===== config.mk =====
export PLATFORM = sky130hd
export DESIGN_NAME = lsu_mem_master_flat
export DESIGN_NICKNAME = d
export VERILOG_FILES = /design/src/rtl/rv_mem_pkg.sv /design/src/rtl/lsu_mem_master_if.sv /design/src/rtl/lsu_lane_align.sv /design/src/rtl/lsu_mem_master.sv /design/src/flat_wrapper.sv
export SDC_FILE = /design/constraint.sdc
export NUM_CORES = 1
export LEC_CHECK = 0
export ABC_AREA = 1
export BUFFER_PORTS_ARGS = -buffer_cell sky130_fd_sc_hd__buf_4
export CAP_MARGIN = 20
export CORE_ASPECT_RATIO = 0.75
export CORE_MARGIN = 2
export CORE_UTILIZATION = 30
export DETAILED_ROUTE_END_ITERATION = 10
export PLACE_DENSITY = 0.54
export REMOVE_ABC_BUFFERS = 1
export SLEW_MARGIN = 10
export SYNTH_ARGS = -nofsm -noshare
export SYNTH_HDL_FRONTEND = slang
export SYNTH_SLANG_ARGS = --single-unit
export TNS_END_PERCENT = 20

===== constraint.sdc =====
create_clock -name clk -period 3.6 [get_ports clk]
set_clock_uncertainty 0.2 [all_clocks]
set_input_delay 1.08 -clock clk [delete_from_list [all_inputs] [get_ports clk]]
set_output_delay 1.08 -clock clk [all_outputs]
set_load 0.005 [all_outputs]

===== src/rtl/rv_mem_pkg.sv =====
// Shared load/store definitions: RV32 funct3 size codes, LSU state encoding and a legality helper.
package rv_mem_pkg;

   localparam logic [2:0] F3_B  = 3'b000;
   localparam logic [2:0] F3_H  = 3'b001;
   localparam logic [2:0] F3_W  = 3'b010;
   localparam logic [2:0] F3_BU = 3'b100;
   localparam logic [2:0] F3_HU = 3'b101;

   typedef enum logic [1:0] {
      IDLE  = 2'd0,
      READ  = 2'd1,
      WRITE = 2'd2,
      RESP  = 2'd3
   } lsu_state_e;

   // Stores have no unsigned variants; loads accept all five size codes.
   function automatic logic funct3_legal(input logic is_store, input logic [2:0] f3);
      logic legal;
      legal = (f3 == F3_B) || (f3 == F3_H) || (f3 == F3_W);
      if (!is_store) legal = legal || (f3 == F3_BU) || (f3 == F3_HU);
      return legal;
   endfunction

endpackage


===== src/rtl/lsu_mem_master_if.sv =====
// Core request/response channels plus the word-granular data-memory port.
interface lsu_mem_master_if;

   logic        req_valid;
   logic        req_ready;
   logic        req_is_store;
   logic [2:0]  req_funct3;
   logic [31:0] req_addr;
   logic [31:0] req_wdata;

   logic        resp_valid;
   logic        resp_ready;
   logic [31:0] resp_rdata;
   logic        resp_error;

   logic [31:0] mem_address;
   logic [31:0] mem_write_data;
   logic        mem_write_enable;
   logic        mem_read_enable;
   logic [31:0] mem_read_data;

   modport master (
      input  req_valid, req_is_store, req_funct3, req_addr, req_wdata,
      input  resp_ready, mem_read_data,
      output req_ready, resp_valid, resp_rdata, resp_error,
      output mem_address, mem_write_data, mem_write_enable, mem_read_enable
   );

   modport slave (
      output req_valid, req_is_store, req_funct3, req_addr, req_wdata,
      output resp_ready, mem_read_data,
      input  req_ready, resp_valid, resp_rdata, resp_error,
      input  mem_address, mem_write_data, mem_write_enable, mem_read_enable
   );

endinterface


===== src/rtl/lsu_lane_align.sv =====
// Byte-lane alignment: extracts/extends load data and merges sub-word store data into a word.
module lsu_lane_align
   import rv_mem_pkg::*;
(
   input  logic [2:0]  funct3,
   input  logic [1:0]  lane,
   input  logic [31:0] rdata,
   input  logic [15:0] wdata,
   output logic [31:0] load_data_c,
   output logic [31:0] store_word_c
);

   logic [4:0]  byte_sh;
   logic [4:0]  half_sh;
   logic [7:0]  byte_sel;
   logic [15:0] half_sel;
   logic [31:0] mask;

   always_comb begin
      byte_sh      = {lane, 3'b000};
      half_sh      = {lane[1], 4'b0000};
      byte_sel     = 8'(rdata >> byte_sh);
      half_sel     = 16'(rdata >> half_sh);
      load_data_c  = rdata;
      store_word_c = rdata;
      mask         = 32'h0000_0000;

      case (funct3)
         F3_B:    load_data_c = {{24{byte_sel[7]}}, byte_sel};
         F3_BU:   load_data_c = {24'h00_0000, byte_sel};
         F3_H:    load_data_c = {{16{half_sel[15]}}, half_sel};
         F3_HU:   load_data_c = {16'h0000, half_sel};
         default: load_data_c = rdata;
      endcase

      // Only SB/SH reach the merge path; the halfword lane is chosen by addr[1].
      if (funct3 == F3_B) begin
         mask         = 32'h0000_00FF << byte_sh;
         store_word_c = (rdata & ~mask) | ((32'(wdata[7:0]) << byte_sh) & mask);
      end else begin
         mask         = 32'h0000_FFFF << half_sh;
         store_word_c = (rdata & ~mask) | ((32'(wdata) << half_sh) & mask);
      end
   end

endmodule


===== src/rtl/lsu_mem_master.sv =====
// Load/store initiator: turns byte-addressed core requests into word accesses, with
// read-modify-write for sub-word stores and a held response channel.
module lsu_mem_master
   import rv_mem_pkg::*;
#(
   parameter int unsigned MEM_WORDS = 512,
   parameter int unsigned IDX_W     = $clog2(MEM_WORDS)
) (
   input logic               clk,
   input logic               reset,
   lsu_mem_master_if.master  bus
);

   lsu_state_e  state;
   logic        is_store_q;
   logic [2:0]  funct3_q;
   logic [1:0]  lane_q;
   logic [15:0] wdata_q;
   logic [31:0] load_data_c;
   logic [31:0] store_word_c;
   logic        req_err_c;

   lsu_lane_align u_align (
      .funct3       (funct3_q),
      .lane         (lane_q),
      .rdata        (bus.mem_read_data),
      .wdata        (wdata_q),
      .load_data_c  (load_data_c),
      .store_word_c (store_word_c)
   );

   // Request screening: illegal size code, misalignment, or address beyond the memory.
   always_comb begin
      req_err_c = !funct3_legal(bus.req_is_store, bus.req_funct3);
      if (bus.req_funct3[1:0] == 2'b01 && bus.req_addr[0])          req_err_c = 1'b1;
      if (bus.req_funct3[1:0] == 2'b10 && bus.req_addr[1:0] != 2'b00) req_err_c = 1'b1;
      if (bus.req_addr[31:IDX_W+2] != '0)                            req_err_c = 1'b1;
   end

   always_ff @(posedge clk) begin
      if (reset) begin
         state                <= IDLE;
         is_store_q           <= 1'b0;
         funct3_q             <= 3'b000;
         lane_q               <= 2'b00;
         wdata_q              <= 16'h0000;
         bus.req_ready        <= 1'b1;
         bus.resp_valid       <= 1'b0;
         bus.resp_rdata       <= 32'h0000_0000;
         bus.resp_error       <= 1'b0;
         bus.mem_address      <= 32'h0000_0000;
         bus.mem_write_data   <= 32'h0000_0000;
         bus.mem_write_enable <= 1'b0;
         bus.mem_read_enable  <= 1'b0;
      end else begin
         case (state)
            IDLE: begin
               if (bus.req_valid) begin
                  is_store_q      <= bus.req_is_store;
                  funct3_q        <= bus.req_funct3;
                  lane_q          <= bus.req_addr[1:0];
                  wdata_q         <= bus.req_wdata[15:0];
                  bus.mem_address <= 32'(bus.req_addr[IDX_W+1:2]);
                  bus.req_ready   <= 1'b0;
                  if (req_err_c) begin
                     bus.resp_valid <= 1'b1;
                     bus.resp_error <= 1'b1;
                     bus.resp_rdata <= 32'h0000_0000;
                     state          <= RESP;
                  end else if (bus.req_is_store && bus.req_funct3 == F3_W) begin
                     bus.mem_write_data   <= bus.req_wdata;
                     bus.mem_write_enable <= 1'b1;
                     state                <= WRITE;
                  end else begin
                     bus.mem_read_enable <= 1'b1;
                     state               <= READ;
                  end
               end
            end
            READ: begin
               bus.mem_read_enable <= 1'b0;
               if (is_store_q) begin
                  bus.mem_write_data   <= store_word_c;
                  bus.mem_write_enable <= 1'b1;
                  state                <= WRITE;
               end else begin
                  bus.resp_rdata <= load_data_c;
                  bus.resp_error <= 1'b0;
                  bus.resp_valid <= 1'b1;
                  state          <= RESP;
               end
            end
            WRITE: begin
               bus.mem_write_enable <= 1'b0;
               bus.resp_rdata       <= 32'h0000_0000;
               bus.resp_error       <= 1'b0;
               bus.resp_valid       <= 1'b1;
               state                <= RESP;
            end
            RESP: begin
               if (bus.resp_ready) begin
                  bus.resp_valid <= 1'b0;
                  bus.req_ready  <= 1'b1;
                  state          <= IDLE;
               end
            end
            default: state <= IDLE;
         endcase
      end
   end

endmodule

===== src/flat_wrapper.sv =====
// flat-port wrapper written by rule: the top's interface ports become plain ports
module lsu_mem_master_flat import rv_mem_pkg::*;
#(
   parameter int unsigned MEM_WORDS = 512,
   parameter int unsigned IDX_W     = $clog2(MEM_WORDS)
)
  (clk, reset, bus_req_valid, bus_req_is_store, bus_req_funct3, bus_req_addr, bus_req_wdata, bus_resp_ready, bus_mem_read_data, bus_req_ready, bus_resp_valid, bus_resp_rdata, bus_resp_error, bus_mem_address, bus_mem_write_data, bus_mem_write_enable, bus_mem_read_enable);
  lsu_mem_master_if bus_i ();
  input logic clk;
  input logic reset;
  input wire logic [$bits(bus_i.req_valid)-1:0] bus_req_valid;
  input wire logic [$bits(bus_i.req_is_store)-1:0] bus_req_is_store;
  input wire logic [$bits(bus_i.req_funct3)-1:0] bus_req_funct3;
  input wire logic [$bits(bus_i.req_addr)-1:0] bus_req_addr;
  input wire logic [$bits(bus_i.req_wdata)-1:0] bus_req_wdata;
  input wire logic [$bits(bus_i.resp_ready)-1:0] bus_resp_ready;
  input wire logic [$bits(bus_i.mem_read_data)-1:0] bus_mem_read_data;
  output wire logic [$bits(bus_i.req_ready)-1:0] bus_req_ready;
  output wire logic [$bits(bus_i.resp_valid)-1:0] bus_resp_valid;
  output wire logic [$bits(bus_i.resp_rdata)-1:0] bus_resp_rdata;
  output wire logic [$bits(bus_i.resp_error)-1:0] bus_resp_error;
  output wire logic [$bits(bus_i.mem_address)-1:0] bus_mem_address;
  output wire logic [$bits(bus_i.mem_write_data)-1:0] bus_mem_write_data;
  output wire logic [$bits(bus_i.mem_write_enable)-1:0] bus_mem_write_enable;
  output wire logic [$bits(bus_i.mem_read_enable)-1:0] bus_mem_read_enable;
  assign bus_i.req_valid = bus_req_valid;
  assign bus_i.req_is_store = bus_req_is_store;
  assign bus_i.req_funct3 = bus_req_funct3;
  assign bus_i.req_addr = bus_req_addr;
  assign bus_i.req_wdata = bus_req_wdata;
  assign bus_i.resp_ready = bus_resp_ready;
  assign bus_i.mem_read_data = bus_mem_read_data;
  assign bus_req_ready = bus_i.req_ready;
  assign bus_resp_valid = bus_i.resp_valid;
  assign bus_resp_rdata = bus_i.resp_rdata;
  assign bus_resp_error = bus_i.resp_error;
  assign bus_mem_address = bus_i.mem_address;
  assign bus_mem_write_data = bus_i.mem_write_data;
  assign bus_mem_write_enable = bus_i.mem_write_enable;
  assign bus_mem_read_enable = bus_i.mem_read_enable;
  lsu_mem_master #(.MEM_WORDS(MEM_WORDS), .IDX_W(IDX_W)) u_core (.clk(clk), .reset(reset), .bus(bus_i));
endmodule

# Word-level counts from Yosys, hierarchy flattened
# Cells that the tools add are included.
# op_classes
n_eq_ne	20
shift	6
muxes	40
bitwise	8
n_reduce_logical	24
# op_table
operator	n
two-way mux 32 bit	8
bitwise AND 32 bit	4
case mux 32 bit (4 select lines)	1
case mux 32 bit (3 select lines)	1
inverter 32 bit	2
bitwise OR 32 bit	2
case mux 32 bit (2 select lines)	1
<< shifter 16 x 5 -> 32 bit	1
<< shifter 16 x 5 -> 32 bit, first input constant	1
<< shifter 8 x 5 -> 32 bit	1
<< shifter 8 x 5 -> 32 bit, first input constant	1
right shift 32 x 5 -> 16 bit	1
right shift 32 x 5 -> 8 bit	1
nonzero test 21 bit	1
two-way mux 1 bit	19
equality test 3 bit, second input constant	4
AND reduction 4 bit	3
!= test 2 bit, second input constant	5
AND reduction 5 bit	2
two-way mux 2 bit	4
case mux 2 bit (4 select lines)	1
equality test 2 bit, second input constant	3
equality test 3 x 1 -> 1 bit, second input constant	2
zero test 3 bit	2
14 further kinds	27
# totals
regBits	102
inputBits	104
elab_cells	111

# Logic depth before layout (Yosys ltp)
# logic_depth
ltp_word	13
depth_mapped	12

# By module
# From an unflattened synthesis, not the netlist that was laid out.
# unflattened
cells_unflattened	1135
hier_area_um2	6612.6
# modules_own_cells
module	instances	cells_per_inst	area_each_um2
lsu_mem_master	1	752	4830.9
lsu_lane_align	1	383	1781.7

# Least setup slack after synthesis
# OpenSTA, ideal clock, no wires.
# synth_timing
kind	input-to-reg
from	input bus_req_addr[12]
to	register u_core.bus.mem_write_data[1]
setup_ns	0.113
t_arrival_ns	2.040
path_slack_ns	1.247
stages	9
n_path_buf	1
path_cell_list	nor2_1 -> nand2_1 -> nor2_1 -> nand2_1 -> o21ai_1 -> nand3_2 -> buf_2 -> nor2_1 -> nor2_1
# synth_via
elab_chain_len	4
# synth_rtl
element	line_no	source
start: declaration	flat_wrapper.sv:14	input wire logic [$bits(bus_i.req_addr)-1:0] bus_req_addr;
nonzero test 21 bit	lsu_mem_master.sv:37	if (bus.req_addr[31:IDX_W+2] != '0) req_err_c = 1'b1;
two-way mux 1 bit	lsu_mem_master.sv:37	
!= test 2 bit (no line)	--	
AND reduction 5 bit (no line)	--	
end signal: assignment	lsu_mem_master.sv:71	bus.mem_write_data <= bus.req_wdata;
end signal: assignment	lsu_mem_master.sv:83	bus.mem_write_data <= store_word_c;
end: declaration	lsu_mem_master_if.sv:26	output mem_address, mem_write_data, mem_write_enable, mem_read_enable
# Every way passes these cells.
# A chain may end at the register's enable or synchronous reset.

# Worst setup path after layout
# layout_timing
from	input bus_req_funct3[2]
to	register u_core.bus.resp_rdata[23]
# layout_via
elab_chain_len	12
elab_cells_between_ends	16
classes_between	5 x eq/ne; 4 x mux; 7 x reduce/logical
# layout_rtl
element	line_no	source
start: declaration	flat_wrapper.sv:13	input wire logic [$bits(bus_i.req_funct3)-1:0] bus_req_funct3;
equality test 3 x 1 -> 1 bit or zero test 3 bit (tied branches)	rv_mem_pkg.sv:20	legal = (f3 == F3_B) || (f3 == F3_H) || (f3 == F3_W);
logical OR 1 bit (2 in a row)	rv_mem_pkg.sv:20	
logical OR 1 bit (2 in a row)	rv_mem_pkg.sv:21	if (!is_store) legal = legal || (f3 == F3_BU) || (f3 == F3_HU);
two-way mux 1 bit (*)	rv_mem_pkg.sv:21	
zero test 1 bit (*)	lsu_mem_master.sv:34	req_err_c = !funct3_legal(bus.req_is_store, bus.req_funct3);
two-way mux 1 bit (*)	lsu_mem_master.sv:35	if (bus.req_funct3[1:0] == 2'b01 && bus.req_addr[0]) req_err_c = 1'b1;
two-way mux 1 bit (*)	lsu_mem_master.sv:36	if (bus.req_funct3[1:0] == 2'b10 && bus.req_addr[1:0] != 2'b00) req_err_c = 1'b1;
two-way mux 1 bit (*)	lsu_mem_master.sv:37	
!= test 2 x 1 -> 1 bit (no line) (*)	--	
AND reduction 4 bit (no line) (*)	--	
end signal: assignment	lsu_mem_master.sv:87	bus.resp_rdata <= load_data_c;
end: declaration	lsu_mem_master_if.sv:25	output req_ready, resp_valid, resp_rdata, resp_error,
# Every way passes the cells marked *; elsewhere a longest branch is shown, timed or not.

==> flow_summary.json <==
{
  "worstSkewPairLatency_ns": 0.36,
  "start_util_pct": 30.96,
  "nets": 1322,
  "antenna_found_initial": 0,
  "synth_fa_ha_area_share_pct": 0.9464,
  "avgViaCountPerCell": 4.732,
  "place.gp.congestion": 0.8258,
  "outcome": "finished clean",
  "path_clk_slew_ns": 0.07,
  "synth_flop_cell": "dfxtp_1",
  "async_reset_ff_share_pct": 0,
  "crit_type": "in2reg",
  "synth_area_mm2": 0.006610,
  "dp.cells": 1490,
  "fill_cells": 2396,
  "synthXorXnorAreaFrac_pct": 0,
  "grt_start_max_net_pins": 101,
  "cts-root-buf": "clkbuf_16",
  "first_global_vias": 6371,
  "setup_viol": 0,
  "area_growth_pct": 25.50,
  "setup_tns_ns": 0,
  "final_util_pct": 38.85,
  "seq_area_frac_synth_pct": 30.89,
  "drc_errors": 0,
  "hold_viol_final": 0,
  "synth_top_family_by_area": "simple AND/OR/NAND/NOR gates",
  "vdd.ir_drop.worst_mv": 0.3239,
  "port-buffer-count": 181,
  "cts-root-to-sink-buffers": 2,
  "cp_max_fo": 24,
  "place_area_mm2": 0.007978,
  "synthMuxAreaShare_pct": 0,
  "synth_top_area_cell": "dfxtp_1",
  "yosys.area.top_type_share_pct": 30.89,
  "drv_cap": 0,
  "cts_hold_buf": 0,
  "place_ws_ns": 0.7081,
  "core-area_mm2": 0.02135,
  "synth-compound-area-share_pct": 23.28,
  "grt_util_all_layers_pct": 19.68,
  "rows": 46,
  "finalPower_mw": 6.671,
  "cts_tree": "done",
  "cts_max_level": 3,
  "drtAntennaViolNets": 0,
  "vias": 7126,
  "start_kind": "input pin",
  "synth.avg_cell_area_um2": 6.132,
  "design_area_mm2": 0.008295,
  "synthSimpleGateAreaFrac_pct": 31.86,
  "slew_viol_final": 0,
  "synth_edf_count": 0,
  "numCtsBuffers": 9,
  "min_path_type": "reg2reg",
  "wl_per_cell_um": 15.41,
  "worstPathRequired_ns": 3.66,
  "detailed_place_hpwl_um": 16060,
  "drive_above_1_share_pct": 20.61,
  "antenna_cells": 0,
  "synth_area_leaders": "dfxtp_1 31%, nand2_1 15%, o21ai_0 10%",
  "fp.dieW_um": 175.4,
  "io_pins": 205,
  "ctsResizeCount": 0,
  "multi_input_area_mm2": 0.003797,
  "critical_path_arrival_ns": 2.62,
  "whs_ns": 0.2755,
  "syn_inst": 1078,
  "period_minus_slack_ns": 2.560,
  "synth-seq-cells": 102,
  "grt_overflow": 0,
  "clock_sinks": 102,
  "wirelength_um": 23210,
  "p_leak_nw": 4.006,
  "p_per_area_mw_per_mm2": 804.2,
  "dr.pass1.iters": 5,
  "final.setup.worst_slack_ns": 1.040,
  "yosysUniqueCellTypes": 33,
  "grt_pass1_wl_um": 35980,
  "drtIter0Drc": 522,
  "cts_setup_buffers": 0,
  "die_h_um": 132.6,
  "r2r_setup_slack_ns": 1.14,
  "fmax_mhz": 390.6,
  "die-area_mm2": 0.02325,
  "min_period_over_period_pct": 71.12,
  "yosys_warnings": 0,
  "rsz0062_at_grt": "no",
  "slew_headroom_pct": 52.58,
  "final_cells": 1506,
  "tightest_slew_ns": 0.7112,
  "seq_area_mm2": 0.002043,
  "cp-end-kind": "register"
}
## flip-flops by register name, summed over array words and instances, names as in the netlist
name,flops
u_core.lane_q,2
u_core.state,2
u_core.is_store_q,1
u_core.bus.req_ready,1
u_core.bus.resp_rdata,32
u_core.wdata_q,16
u_core.bus.mem_read_enable,1
u_core.bus.resp_valid,1
u_core.bus.resp_error,1
u_core.bus.mem_write_enable,1
u_core.bus.mem_write_data,32
u_core.funct3_q,3
u_core.bus.mem_address,9
## cells in the mapped netlist, types with 3 or more instances
cell type,instances
buf_1,3
ha_1,5
buf_2,24
nand3_2,3
a21oi_1,121
o21ai_0,136
nand2_1,270
nand3_1,42
o211ai_1,5
nor2_1,154
o21ai_1,25
dfxtp_1,102
clkbuf_1,29
nor2_2,5
or2_2,5
nand2_4,7
inv_1,70
buf_4,31
nor2_4,4
nand2_2,8
buf_6,7
o21bai_1,9
inv_2,3
## cells in the final DEF, fill, tap and decap left out, types with 23 or more instances in the layout
cell type	netlist	layout
a21oi_1	121	121
buf_4	31	197
conb_1	1	23
dfxtp_1	102	101
inv_1	70	69
nand2_1	270	270
nand3_1	42	42
nor2_1	154	154
o21ai_0	136	136
o21ai_1	25	24
## layer usage
metal	wire [µm]	track usage, %
met1	11570	29.16
met5	0	0
met3	1599	3.822
met4	200	3.796
met2	9847	29.48
## layout make-up
class / count / share of cell area (%)
Multi-Input combinational cell: 828 / 45.78
Sequential cell: 102 / 24.63
Timing Repair Buffer: 198 / 18.07
Tap cell: 288 / 4.344
Inverter: 74 / 3.348
Clock buffer: 13 / 3.017
Clock inverter: 3 / 0.8145
## power breakdown
part / internal [mW] / leakage (nW) / switching [mW]
Sequential: 1.55 / 0.839 / 0.305
Combinational: 1.42 / 3.02 / 2.30
Clock: 0.631 / 0.150 / 0.458
## path summary, 6_finish.rpt
| path | startpoint | endpoint | cells past startpoint |
|---|---|---|---|
| max | bus_req_funct3[2] | u_core.bus.resp_rdata[23] | 10 |
| min | u_core.wdata_q[15] | u_core.wdata_q[15] | 2 |
| max reg2reg | u_core.state[0] | u_core.bus.resp_rdata[23] | 9 |
| min reg2reg | u_core.wdata_q[15] | u_core.wdata_q[15] | 2 |
## critical path, stage by stage
cell and delay, ns:
buf_4 0.12, nor2_1 0.13, nand2_1 0.06, nand2_1 0.06, nand2_1 0.09, nor2_4 0.18, nand2_2 0.30, buf_4 0.35
a21oi_1 0.18, nor2_2 0.05
## cells by family (layout without fill, tap and decap cells)
group | Yosys count | count (layout)
simple gates | 501 | 501
compound gates | 299 | 299
fa+ha+maj | 5 | 5
buf+inv | 170 | 288
flops | 102 | 102
other cells | 1 | 23
(Power assumes the default switching activity.)
